**config.mk**
```make
export PLATFORM = sky130hd
export DESIGN_NAME = seg7_scan_flat
export DESIGN_NICKNAME = d
export VERILOG_FILES = /design/src/rtl/seg7_scan_if.sv /design/src/rtl/seg7_scan.sv /design/src/flat_wrapper.sv
export SDC_FILE = /design/constraint.sdc
export NUM_CORES = 1
export LEC_CHECK = 0
export ABC_AREA = 1
export BUFFER_PORTS_ARGS = -buffer_cell sky130_fd_sc_hd__clkbuf_2
export CORE_MARGIN = 10
export CORE_UTILIZATION = 50
export DETAILED_ROUTE_END_ITERATION = 7
export PLACE_DENSITY_LB_ADDON = 0.1
export SKIP_LAST_GASP = 1
export SYNTH_ARGS = -nofsm -noshare
export SYNTH_HDL_FRONTEND = slang
export SYNTH_SLANG_ARGS = --single-unit
```
**constraint.sdc**
```tcl
create_clock -name Clock -period 6.6 [get_ports Clock]
set_input_delay 1.65 -clock Clock [delete_from_list [all_inputs] [get_ports Clock]]
set_output_delay 1.65 -clock Clock [all_outputs]
set_load 0.01 [all_outputs]
```
**src/rtl/seg7_scan_if.sv**
```systemverilog
`default_nettype none
// ============================================================
// seg7_scan_if : counter-value in / display-pins out bundle
// Revision     : 1.0
// ============================================================
interface seg7_scan_if;
  logic [7:0] Data;
  logic       Mode;
  logic       Lzb;
  logic [6:0] Seg;
  logic [1:0] Dig;
  logic       Frame;

  modport master (output Data, Mode, Lzb, input  Seg, Dig, Frame);
  modport slave  (input  Data, Mode, Lzb, output Seg, Dig, Frame);
endinterface
`default_nettype wire

```
**src/rtl/seg7_scan.sv**
```systemverilog
`default_nettype none
// ============================================================
// seg7_scan : two-digit multiplexed 7-seg scanner, frame-latched
// Revision  : 1.0
// ============================================================
module seg7_scan #(
  parameter int SCAN_DIV  = 1024,
  parameter int BLANK_CYC = 16
) (
  input  wire logic  Clock,
  input  wire logic  Reset,
  seg7_scan_if.slave bus
);
  localparam int                 C_CNT_W      = $clog2(SCAN_DIV);
  localparam logic [C_CNT_W-1:0] C_BLANK_LAST = C_CNT_W'(BLANK_CYC - 1);
  localparam logic [C_CNT_W-1:0] C_SHOW_LAST  = C_CNT_W'(SCAN_DIV - BLANK_CYC - 1);

  typedef enum logic [1:0] {
    BLANK0 = 2'd0,
    SHOW0  = 2'd1,
    BLANK1 = 2'd2,
    SHOW1  = 2'd3
  } state_t;

  state_t             state_q, state_d;
  logic [C_CNT_W-1:0] cnt_q, cnt_d;
  logic [3:0]         hi_q, hi_d, lo_q, lo_d;
  logic               md_q, md_d, lz_q, lz_d;
  logic               primed_q;
  logic [6:0]         seg_q, seg_d;
  logic [1:0]         dig_q, dig_d;
  logic               frame_q, frame_d;
  logic               w_last;
  logic               w_load;

  function automatic logic [6:0] glyph(input logic [3:0] n, input logic bcd);
    logic [6:0] g;
    case (n)
      4'h0: g = 7'h40;  4'h1: g = 7'h79;  4'h2: g = 7'h24;  4'h3: g = 7'h30;
      4'h4: g = 7'h19;  4'h5: g = 7'h12;  4'h6: g = 7'h02;  4'h7: g = 7'h78;
      4'h8: g = 7'h00;  4'h9: g = 7'h10;  4'hA: g = 7'h08;  4'hB: g = 7'h03;
      4'hC: g = 7'h46;  4'hD: g = 7'h21;  4'hE: g = 7'h06;  default: g = 7'h0E;
    endcase
    if (bcd && (n > 4'd9)) g = 7'h3F;
    return g;
  endfunction

  always_comb begin
    state_d = state_q;
    cnt_d   = cnt_q + C_CNT_W'(1);
    hi_d    = hi_q;
    lo_d    = lo_q;
    md_d    = md_q;
    lz_d    = lz_q;
    w_load  = !primed_q;
    w_last  = ((state_q == BLANK0) || (state_q == BLANK1)) ? (cnt_q == C_BLANK_LAST)
                                                           : (cnt_q == C_SHOW_LAST);
    if (w_last) begin
      cnt_d = '0;
      case (state_q)
        BLANK0:  state_d = SHOW0;
        SHOW0:   state_d = BLANK1;
        BLANK1:  state_d = SHOW1;
        default: begin
          state_d = BLANK0;
          w_load  = 1'b1;
        end
      endcase
    end
    if (w_load) begin
      hi_d = bus.Data[7:4];
      lo_d = bus.Data[3:0];
      md_d = bus.Mode;
      lz_d = bus.Lzb;
    end
    // Outputs look at next-state/next-shadow so they switch on the same edge.
    seg_d   = 7'h7F;
    dig_d   = 2'b11;
    frame_d = w_load;
    if (state_d == SHOW0) begin
      seg_d = glyph(lo_d, md_d);
      dig_d = 2'b10;
    end else if ((state_d == SHOW1) && !(lz_d && (hi_d == 4'h0))) begin
      seg_d = glyph(hi_d, md_d);
      dig_d = 2'b01;
    end
  end

  always_ff @(posedge Clock or negedge Reset) begin
    if (!Reset) begin
      state_q  <= BLANK0;
      cnt_q    <= '0;
      hi_q     <= 4'h0;
      lo_q     <= 4'h0;
      md_q     <= 1'b0;
      lz_q     <= 1'b0;
      primed_q <= 1'b0;
      seg_q    <= 7'h7F;
      dig_q    <= 2'b11;
      frame_q  <= 1'b0;
    end else begin
      state_q  <= state_d;
      cnt_q    <= cnt_d;
      hi_q     <= hi_d;
      lo_q     <= lo_d;
      md_q     <= md_d;
      lz_q     <= lz_d;
      primed_q <= 1'b1;
      seg_q    <= seg_d;
      dig_q    <= dig_d;
      frame_q  <= frame_d;
    end
  end

  assign bus.Seg   = seg_q;
  assign bus.Dig   = dig_q;
  assign bus.Frame = frame_q;
endmodule
`default_nettype wire

```
**src/flat_wrapper.sv**
```systemverilog
// flat-port wrapper written by rule: the top's interface ports become plain ports
module seg7_scan_flat 
#(
  parameter int SCAN_DIV  = 1024,
  parameter int BLANK_CYC = 16
)
  (Clock, Reset, bus_Data, bus_Mode, bus_Lzb, bus_Seg, bus_Dig, bus_Frame);
  seg7_scan_if bus_i ();
  input  wire logic Clock;
  input  wire logic Reset;
  input wire logic [$bits(bus_i.Data)-1:0] bus_Data;
  input wire logic [$bits(bus_i.Mode)-1:0] bus_Mode;
  input wire logic [$bits(bus_i.Lzb)-1:0] bus_Lzb;
  output wire logic [$bits(bus_i.Seg)-1:0] bus_Seg;
  output wire logic [$bits(bus_i.Dig)-1:0] bus_Dig;
  output wire logic [$bits(bus_i.Frame)-1:0] bus_Frame;
  assign bus_i.Data = bus_Data;
  assign bus_i.Mode = bus_Mode;
  assign bus_i.Lzb = bus_Lzb;
  assign bus_Seg = bus_i.Seg;
  assign bus_Dig = bus_i.Dig;
  assign bus_Frame = bus_i.Frame;
  seg7_scan #(.SCAN_DIV(SCAN_DIV), .BLANK_CYC(BLANK_CYC)) u_core (.Clock(Clock), .Reset(Reset), .bus(bus_i));
endmodule
```
==> impl_results.md, run 1 <==
- Global-route wire length before repair: 7.603 mm
- Data arrival, critical path: about 3.1 ns
- Post-synthesis xor/xnor area fraction: 1.208%
- Final Critical Period: roughly 2.9 ns
- Synthesized cell area: roughly 0.0022 mm²
- Least-Margin Pin Slew: roughly 0.81 ns
- HP Start: u_core.cnt_q[0]$_DFF_PN0_
- Core Footprint: ~0.004 mm²
- Status: finished clean
- IO Port Bufs: 21
- Effective utilization at floorplan: 52.84%
- Setup violations, final: 0
- Clock buffer depth: 2
- Critical path endpoint category: flop
- Die X: 85.95 µm
- Initial antenna violation count: 0
- Worst r2r path cells: 17
- Met3 usage: between 4 and 5%
- Area delta synth->final: 10.41%
- Register area share after synthesis: 38.49%
- Detail Route Antenna Nets: 0
- Area share of the largest cell type after synthesis: roughly 28%
- Root Driver: clkbuf_8
- Worst-Skew Late Latency: 0.29 ns
- Vias per cell: ~4.9
- Reg-to-reg critical path startpoint: u_core.state_q[0]$_DFF_PN0_
- Global routing met1 resource utilization: approximately 16%
- Critical path required time: 6.82 ns
- Netlist cell types: 31
- Cts hold-fix bufs: 0
- RePlAce Congestion: approximately 0.87
- Area leader, netlist: dfrtp_1
- RSZ-0062 raised after global routing: false
- Simple-gate share of the synthesized area: 36.82%
- Routed wire per std cell: ~12 µm
- MaxCap Viol Count: 0
- M2 GR Usage: 18.66%
- Clock sink count: 33
- Gr usage total: 12.44%
- Net Count, Synth: between 300 and 400
- Yosys warns: 0
- Complex-gate fraction of the synthesized area: between 5 and 6%
- VDD IR max: roughly 120 µV
- Chip height: about 86 µm
- Fin Hold WS: roughly 0.46 ns
- Adder-cell share of the synthesized area: approximately a tenth
- Total CTS buffers: 5
- R2r setup slk: between 3 and 4 ns
- Pre-CTS setup slack: 3.500 ns
- DRT iter0 DRCs: between 100 and 150
- N_diodes: 0
- GRT Max-Usage Layer: met2
- Largest net degree at the start of global routing: 34
- Mux share of post-synthesis cell area: 0%
- Fmax: about 340 MHz
- Hold Crit Class: reg2reg
- Gr ovfl total: 0
- Vias: around 1700
- H-tree depth: 2
- Final Max Slew Viols: 0
- Most common cell after layout, fill and taps aside: nand2_1
- Critical path fanouts, max: 13
- Worst R2R End: u_core.bus.Seg[1]$_DFF_PN1_
- TritonCTS clock tree: done
- Core Rows: 23
- Hold EP: u_core.cnt_q[0]$_DFF_PN0_
- Final Worst Setup Slack: roughly 3.7 ns
- Power Dens Cells: 217.6 mW/mm²
- Tcrit/Tclk final: between 40 and 50%
- Critical path type: reg2reg
- Die area: between 0.007 and 0.008 mm²
- Number of global-route vias before repair: 1631
- Syn Inst Count: between 200 and 300
- Nets: roughly 330
- Largest family of logic cells by synthesized area: simple AND/OR/NAND/NOR gates
- Post-DP HPWL: around 3.2 mm
- Area contributors post-synth: dfrtp_1, nand2_1, dfstp_2
- DRC Markers: 0
- Hold path depth: 1
- Routed WL: roughly 4.2 mm
- Slew headroom: a little under half
- CP Launch Type: flop
- Drt pass-1 iters: 4
- Hold Vio Cnt, Final: 0
- Post-CTS sizing: 0
- Fraction of layout cells with a size suffix above 1: a little under a quarter
- Yosys reg bits: 33
- Most frequent cells in the layout: nand2_1, nor2_1, nand3_1, inv_1, dfrtp_1
- # IOs: 22
- Avg Cell Area, Syn: 7.936 µm²
- Worst-path clk slew: 0.07 ns
- Leakage: 1.254 nW
- Total setup buffers inserted after CTS: 0
- Clk_skew: 0.008272 ns
- Setup TNS: 0 ns
state kept, by name (all words and copies together) (netlist names):
name and flops:
u_core.cnt_q 10, u_core.bus.Seg 7, u_core.hi_q 4, u_core.lo_q 4, u_core.bus.Dig 2, u_core.state_q 2
u_core.bus.Frame 1, u_core.lz_q 1, u_core.md_q 1, u_core.primed_q 1
power breakdown:
group | leakage, nW | internal [mW] | switching, mW
registers | 0.389 | 0.221 | 0.00583
clock network | 0.0574 | 0.123 | 0.0752
logic | 0.807 | 0.0341 | 0.0634
cell usage after synthesis:
cell type,number
nand2_2,13
o21bai_4,1
nand3_1,35
nor2_2,2
o21ai_0,6
nand4_1,1
buf_12,1
clkbuf_8,1
nor3_1,1
or2_2,1
inv_1,32
a21oi_1,5
o211ai_1,1
nand2_1,64
inv_2,1
nand3_4,2
buf_2,1
conb_1,1
nor2_1,35
ha_1,17
nand2_4,3
xor2_1,3
nand3b_1,2
a21oi_2,2
dfstp_2,9
nand3_2,3
o21ai_1,2
buf_6,2
nor2_4,2
dfrtp_1,24
and3_1,1
worst max-delay path by stage:
stage / start / to / cells past startpoint
5_1_grt: u_core.state_q[0]$_DFF_PN0_ / u_core.bus.Seg[3]$_DFF_PN1_ / 17
3_3_place_gp: bus_Data[4] / u_core.bus.Seg[1]$_DFF_PN1_ / 11
4_1_cts: u_core.state_q[0]$_DFF_PN0_ / u_core.bus.Seg[4]$_DFF_PN1_ / 17
6_report: u_core.state_q[0]$_DFF_PN0_ / u_core.bus.Seg[1]$_DFF_PN1_ / 17
3_5_place_dp: bus_Data[4] / u_core.bus.Seg[4]$_DFF_PN1_ / 11
2_1_floorplan: bus_Data[4] / u_core.bus.Seg[1]$_DFF_PN1_ / 10
metal layers:
| layer | part of all wire (%) | wire, µm |
|---|---|---|
| met5 | 0 | 0 |
| met4 | 1.6 | 65 |
| met3 | 6.3 | 265 |
| met2 | 43 | 1796 |
| met1 | 49 | 2056 |
logic make-up (layout without fill, tap and decap cells):
kind of cell    after synthesis  count (layout)
simple gates                165             165
buf+inv                      38              62
flops                        33              33
fa+ha+maj                    17              17
compound gates               17              17
xor+xnor                      3               3
other cells                   1               1
final cells by class:
class                           instances  area [µm²]
Tap cell                               50       62.56
Sequential cell                        33       837.1
Multi-Input combinational cell        203        1152
Clock buffer                            6       82.58
Fill cell                             402        1714
Clock inverter                          2       37.54
Timing Repair Buffer                   21       105.1
Inverter                               33       123.9
worst max-delay path, stage by stage (launching register included):
cell     delay [ns]
dfrtp_1        0.39
inv_1          0.10
ha_1           0.22
o21ai_0        0.19
nand2_1        0.11
nor2_4         0.13
nand3_4        0.18
nand2_4        0.21
nand2_1        0.09
nand2_2        0.12
inv_1          0.11
ha_1           0.21
or2_2          0.29
nand3_1        0.08
nand3_1        0.10
nand3_2        0.14
nor2_1         0.06
nor2_1         0.10
through the flow:
stage	total power, mW	instance area [µm²]	instances	utilization, %
global placement	0.3289	2281	340	55.43
detailed placement	0.3294	2281	340	55.43
floorplan	0.3022	2175	274	-
CTS	0.5318	2401	348	58.35
global route	0.5571	2401	348	58.35
finish	0.5225	2401	348	58.35
Power figures use the tool's default switching activity.
==> run 2, diff against run 1 <==
ABC_AREA = 0   (was 1)
clock period = 2.8 ns   (was 6.6 ns; I/O delays follow)
==> impl_results.md, run 2 <==
- N_diodes: 0
- Syn Inst Count: 191
- Post-DP HPWL: 3.671 mm
- Leakage: ~1.2 nW
- Worst r2r path cells: 14
- MaxCap Viol Count: 0
- Hold Crit Class: reg2reg
- Clk_skew: 0.009185 ns
- Hold path depth: 1
- Avg Cell Area, Syn: 10.68 µm²
- Placed cell count: slightly below 300
- Critical path type: reg2reg
- Tcrit/Tclk final: 102.9%
- Most frequent cells in the layout: buf_4, dfrtp_1, clkbuf_2, nand2_1, nor2_1
- GRT Max-Usage Layer: met2
- Global-route wire length before repair: 8.204 mm
- Max reg flops: 10
- Data arrival, critical path: around 3.1 ns
- Final Worst Setup Slack: -0.08244 ns
- Status: finished with violations
- Largest net degree at the start of global routing: 34
- Most used DFF post-synth: dfrtp_1
- Routed wire per std cell: roughly 16 µm
- Power Dens Cells: 485.0 mW/mm²
- Hold Vio Cnt, Final: 0
- Die area: roughly 0.0070 mm²
- Net Count, Synth: 220
- CP Launch Type: flop
- Setup TNS: -0.2659 ns
- Final Max Slew Viols: 0
- Least-Margin Pin Slew: approximately 0.82 ns
- Effective utilization at floorplan: 51.35%
- Gr ovfl total: 0
- M2 GR Usage: between 20% and 30%
- Core Footprint: slightly below 0.004 mm²
- Slowest-stage cell, CP: dfrtp_1
- Fraction of layout cells with a size suffix above 1: 43.75%
- H-tree depth: 2
- DRC Markers: 0
- Non-Filler Instances: 306
- Crit path buf inv count: 3
- Worst path depth: 14
- Netlist cell types: 48
- TritonCTS clock tree: done
- Critical path fanouts, max: 5
- Most common cell after layout, fill and taps aside: buf_4
- Most flop-heavy register: u_core.cnt_q
- Worst-Skew Late Latency: a little under 0.3 ns
- Clock buffer depth: 2
- Fin Hold WS: 0.4525 ns
- Post-synthesis async set-or-reset flop share: 100.0%
- Chip height: ~84 µm
- Area contributors post-synth: dfrtp_1, dfstp_2, ha_1
- Vias: between 1500 and 2000
- Dpl cell area: 0.002481 mm²
- Synthesized cell area: between 0.002 and 0.0025 mm²
- # IOs: 22
- Number of synthesized flops with an enable pin: 0
- Number of global-route vias before repair: around 1800
- VDD IR max: between 300 and 400 µV
- Cell Chain, Critical Path: inv_2 > ha_4 > or3_4 > nand4bb_1 > o21a_4 > mux2i_4 > ha_2 > and3_4 > o211ai_1 > o221ai_2 > nor3_2 > buf_4 > buf_4 > a32oi_1
- Gr usage total: between 10 and 15%
- End-of-flow core utilization: roughly 68%
- DRT iter0 DRCs: between 40 and 50
- Vias per cell: approximately 5.5
- Slew headroom: 45.23%
- Design Power: between 1 and 1.5 mW
- Critical path required time: around 3.0 ns
- Filler instances: 324
- Clock sink count: 33
- Core Rows: 23
- Delay-heaviest family, CP: simple AND/OR/NAND/NOR gates
- Root Driver: clkbuf_8
- Yosys warns: 0
- Most frequent cell after synthesis: dfrtp_1
- Yosys reg bits: 33
- Initial antenna violation count: 0
- Routed WL: 4.879 mm
- Post-synth top cells: dfrtp_1, ha_1, nand2_1, nor2_1, mux2i_1
- Setup violations, final: 6
- Finished Cell Area: 0.002699 mm²
- Area share of the largest cell type after synthesis: between 20 and 30%
- Detail Route Antenna Nets: 0
- Failing checks: setup timing
- Final Critical Period: slightly below 3 ns
- Global routing met1 resource utilization: 14.73%
- Drt pass-1 iters: 4
- Fmax: approximately 350 MHz
- Pre-CTS setup slack: -0.1928 ns
- RePlAce Congestion: 0.9271
- Area delta synth->final: 32.33%
- Total CTS buffers: 5
- Slowest stage delay, CP: 0.38 ns
- Met3 usage: 4.492%
- RSZ-0062 raised after global routing: true
- Critical path endpoint category: flop
- Nets: between 200 and 300
- Area leader, netlist: dfrtp_1
- IO Port Bufs: 21
- Die X: roughly 84 µm
- Register area share after synthesis: roughly 41%
- Worst-path clk slew: approximately 0.080 ns
- Most used cell, CP: buf_4
-- run 2: cell types whose count changed after synthesis, sizes merged, moves of 6 or more --
cell   before  now
nor2       39   15
mux2        0    6
inv        33   12
mux2i       0   16
nand2      80   15
nand3      40    7
-- run 2: power by group --
group | switching, mW | internal (mW)
Clock | 0.193 | 0.266
Combinational | 0.158 | 0.144
Sequential | 0.0213 | 0.527
Total | 0.373 | 0.936
-- run 2: layout make-up --
class	instances	area (µm²)	share of cell area [%]
Inverter	13	55.05	2.040
Clock buffer	5	68.82	2.550
Clock inverter	3	46.29	1.715
Multi-Input combinational cell	142	1227	45.48
Tap cell	50	62.56	2.318
Timing Repair Buffer	60	401.6	14.88
Sequential cell	33	837.1	31.02
-- run 2: what timing repair did --
| item | CTS | global route |
|---|---|---|
| setup endpoints to repair | 7 | 7 |
| pin swaps | 6 | 0 |
| setup buffers | 4 | 2 |
| gates resized for setup | 9 | 8 |
| hold buffers | 0 | 0 |
-- run 2: path summary, 6_finish.rpt --
path,from,to,slack (ns)
worst max-delay path,u_core.state_q[0]$_DFF_PN0_,u_core.bus.Seg[0]$_DFF_PN1_,-0.08
max in group asynchronous,Reset,u_core.bus.Frame$_DFF_PN0_,1.79
min in group asynchronous,Reset,u_core.cnt_q[4]$_DFF_PN0_,0.49
worst min-delay path,u_core.cnt_q[0]$_DFF_PN0_,u_core.cnt_q[0]$_DFF_PN0_,0.45
worst min register to register,u_core.cnt_q[0]$_DFF_PN0_,u_core.cnt_q[0]$_DFF_PN0_,0.45
worst max register to register,u_core.state_q[0]$_DFF_PN0_,u_core.bus.Seg[0]$_DFF_PN1_,-0.08
-- run 2: per-layer routing --
layer,part of all wire [%],wire [µm]
met3,4.9,241
met2,52,2527
met5,0,0
met1,41,1995
met4,2.3,113
-- run 2: logic make-up after synthesis --
logic type,Yosys count,share of synthesized area (%)
AO/OA/AOI/OAI,38,14.48
XOR/XNOR,8,3.435
adder cells (fa/ha/maj),17,10.43
buffers and inverters,16,3.680
flip-flops,33,41.04
multiplexers,22,13.01
other,1,0.1839
AND/OR/NAND/NOR,56,13.74
-- run 2: worst reg2reg max path: stages (launching register included) --
cell,delay (ns)
dfrtp_1,0.38
inv_2,0.09
ha_4,0.17
or3_4,0.38
nand4bb_1,0.15
o21a_4,0.20
mux2i_4,0.31
ha_2,0.24
and3_4,0.17
o211ai_1,0.11
o221ai_2,0.10
nor3_2,0.06
buf_4,0.15
buf_4,0.13
a32oi_1,0.17
==> run 3, diff against run 2 <==
ABC_AREA = 1   (was 0)
==> impl_results.md, run 3 (synthesis gave the netlist of run 1 again) <==
- DRT iter0 DRCs: 88
- Design Power: 1.134 mW
- Area delta synth->final: 14.44%
- Post-DP HPWL: around 3.4 mm
- N_diodes: 0
- Final Max Slew Viols: 0
- Clk_skew: 0.008264 ns
- Tcrit/Tclk final: 94.15%
- Core Rows: 23
- Final Critical Period: around 2.6 ns
- Most common cell after layout, fill and taps aside: nand2_1
- Least-Margin Pin Slew: slightly above 0.8 ns
- Most flop-heavy register: u_core.cnt_q
- Worst-Skew Late Latency: slightly below 0.3 ns
- Slowest-stage cell, CP: dfrtp_1
- VDD IR max: 270.5 µV
- Fraction of layout cells with a size suffix above 1: roughly 28%
- IO Port Bufs: 21
- Setup violations, final: 0
- MaxCap Viol Count: 0
- Routed WL: between 4 and 5 mm
- Routed wire per std cell: about 13 µm
- RePlAce Congestion: 0.8451
- Slowest stage delay, CP: roughly 0.4 ns
- Root Driver: clkbuf_8
- Hold Crit Class: reg2reg
- TritonCTS clock tree: done
- Critical path endpoint category: flop
- Leakage: ~1.3 nW
- Vias per cell: ~5
- Detail Route Antenna Nets: 0
- Nets: about 340
- Largest net degree at the start of global routing: 34
- Cell Chain, Critical Path: inv_2 > ha_2 > o21ai_1 > nand2_1 > nor2_4 > nand3_4 > buf_6 > nand3_1 > nand2_2 > buf_4 > ha_2 > or2_2 > nand3_2 > nand3_4 > nand3_4 > nor2_1 > nor2_1
- Hold Vio Cnt, Final: 0
- Clock buffer depth: 2
- Most frequent cells in the layout: nand2_1, nor2_1, nand3_1, inv_1, dfrtp_1
- Status: finished clean
- Slew headroom: 45.59%
- Critical path fanouts, max: 6
- Clock sink count: 33
- Drt pass-1 iters: 5
- Gr usage total: roughly 13%
- H-tree depth: 2
- Core Footprint: ~0.0041 mm²
- Worst-path clk slew: around 0.070 ns
- Max reg flops: 10
- Effective utilization at floorplan: approximately 53%
- Die X: between 80 and 90 µm
- Critical path type: reg2reg
- Global-route wire length before repair: between 7 and 8 mm
- Fmax: between 300 and 400 MHz
- Most used cell, CP: nand3_4
- Gr ovfl total: 0
- End-of-flow core utilization: about three fifths
- Total CTS buffers: 5
- Number of global-route vias before repair: roughly 1700
- Vias: approximately 1800
- Critical path required time: roughly 3 ns
- # IOs: 22
- Data arrival, critical path: between 2 and 3 ns
- Power Dens Cells: 455.6 mW/mm²
- DRC Markers: 0
- CP Launch Type: flop
- Initial antenna violation count: 0
- Filler instances: about 400
- Die area: 0.007387 mm²
- Chip height: ~86 µm
-- run 3: changes by cell type in the layout (fill, tap and decap cells not counted), moves of 6 or more --
cell	before	now
buf_4	38	8
nand3_1	7	32
nor2_1	14	34
nand2_1	15	62
nand2_2	0	15
mux2i_1	10	0
mux2_2	6	0
inv_1	6	30
-- run 3: layout make-up --
cell class              instances  area [µm²]  area share [%]
clock buffers                   6       72.57           2.916
clock inverters                 2       10.01          0.4022
inverters                      33       123.9           4.977
multi-input cells             203        1206           48.47
flip-flops and latches         33       837.1           33.63
well taps                      50       62.56           2.514
repair buffers                 30       176.4           7.089
-- run 3: what timing repair did --
| item | in CTS | in global routing |
|---|---|---|
| cloned | 0 | 0 |
| pin swaps | 1 | 7 |
| hold buffers | 0 | 0 |
| gates resized for setup | 1 | 15 |
| endpoints found under the setup margin | 1 | 7 |
| endpoints found under the hold margin | 0 | 0 |
| setup buffers | 0 | 7 |
-- run 3: routing by layer --
metal	routed length [µm]	part of all wire, %	GRT usage [%]	up-vias
met5	0	0	0	-
met4	83	1.8	5.389	0
met3	282	6.2	4.257	9
met2	1995	44	19.41	54
met1	2193	48	16.23	839
li1	-	-	-	926
-- run 3: path summary, 6_finish.rpt --
check | end | depth (start not counted) | from | slack, ns
max | u_core.bus.Seg[4]$_DFF_PN1_ | 17 | u_core.state_q[0]$_DFF_PN0_ | 0.16
min | u_core.cnt_q[0]$_DFF_PN0_ | 1 | u_core.cnt_q[0]$_DFF_PN0_ | 0.46
max reg2reg | u_core.bus.Seg[4]$_DFF_PN1_ | 17 | u_core.state_q[0]$_DFF_PN0_ | 0.16
min reg2reg | u_core.cnt_q[0]$_DFF_PN0_ | 1 | u_core.cnt_q[0]$_DFF_PN0_ | 0.46
max in group asynchronous | u_core.hi_q[1]$_DFF_PN0_ | 1 | Reset | 1.79
min in group asynchronous | u_core.cnt_q[9]$_DFF_PN0_ | 1 | Reset | 0.49
-- run 3: where the power goes --
part | switching (mW) | total, mW | internal, mW | leakage (nW)
Sequential | 0.0131 | 0.534 | 0.521 | 0.389
Clock | 0.178 | 0.350 | 0.172 | 0.0450
Combinational | 0.160 | 0.249 | 0.0893 | 0.846
Total | 0.351 | 1.13 | 0.783 | 1.28
-- run 3: critical path, delay by kind of cell, from the launching register on --
family                   cells  cell delay [ns]
AO/OA/AOI/OAI                1             0.13
adder cells (fa/ha/maj)      2             0.36
buffers and inverters        3             0.39
flip-flops                   1             0.40
AND/OR/NAND/NOR             11             1.28
-- run 3: through the flow --
stage | worst slack (ns) | setup TNS, ns | std cells | cell area (µm²) | hold WS [ns]
floorplan | 0.2855 | 0 | 274 | 2175 | 0.4044
global placement | 0.1230 | 0 | 342 | 2296 | 0.4525
detailed placement | 0.02908 | 0 | 342 | 2296 | 0.4567
CTS | 0.008324 | 0 | 350 | 2387 | 0.4655
global route | -0.03614 | -0.1867 | 357 | 2489 | 0.4851
finish | 0.1638 | 0 | 357 | 2489 | 0.4616
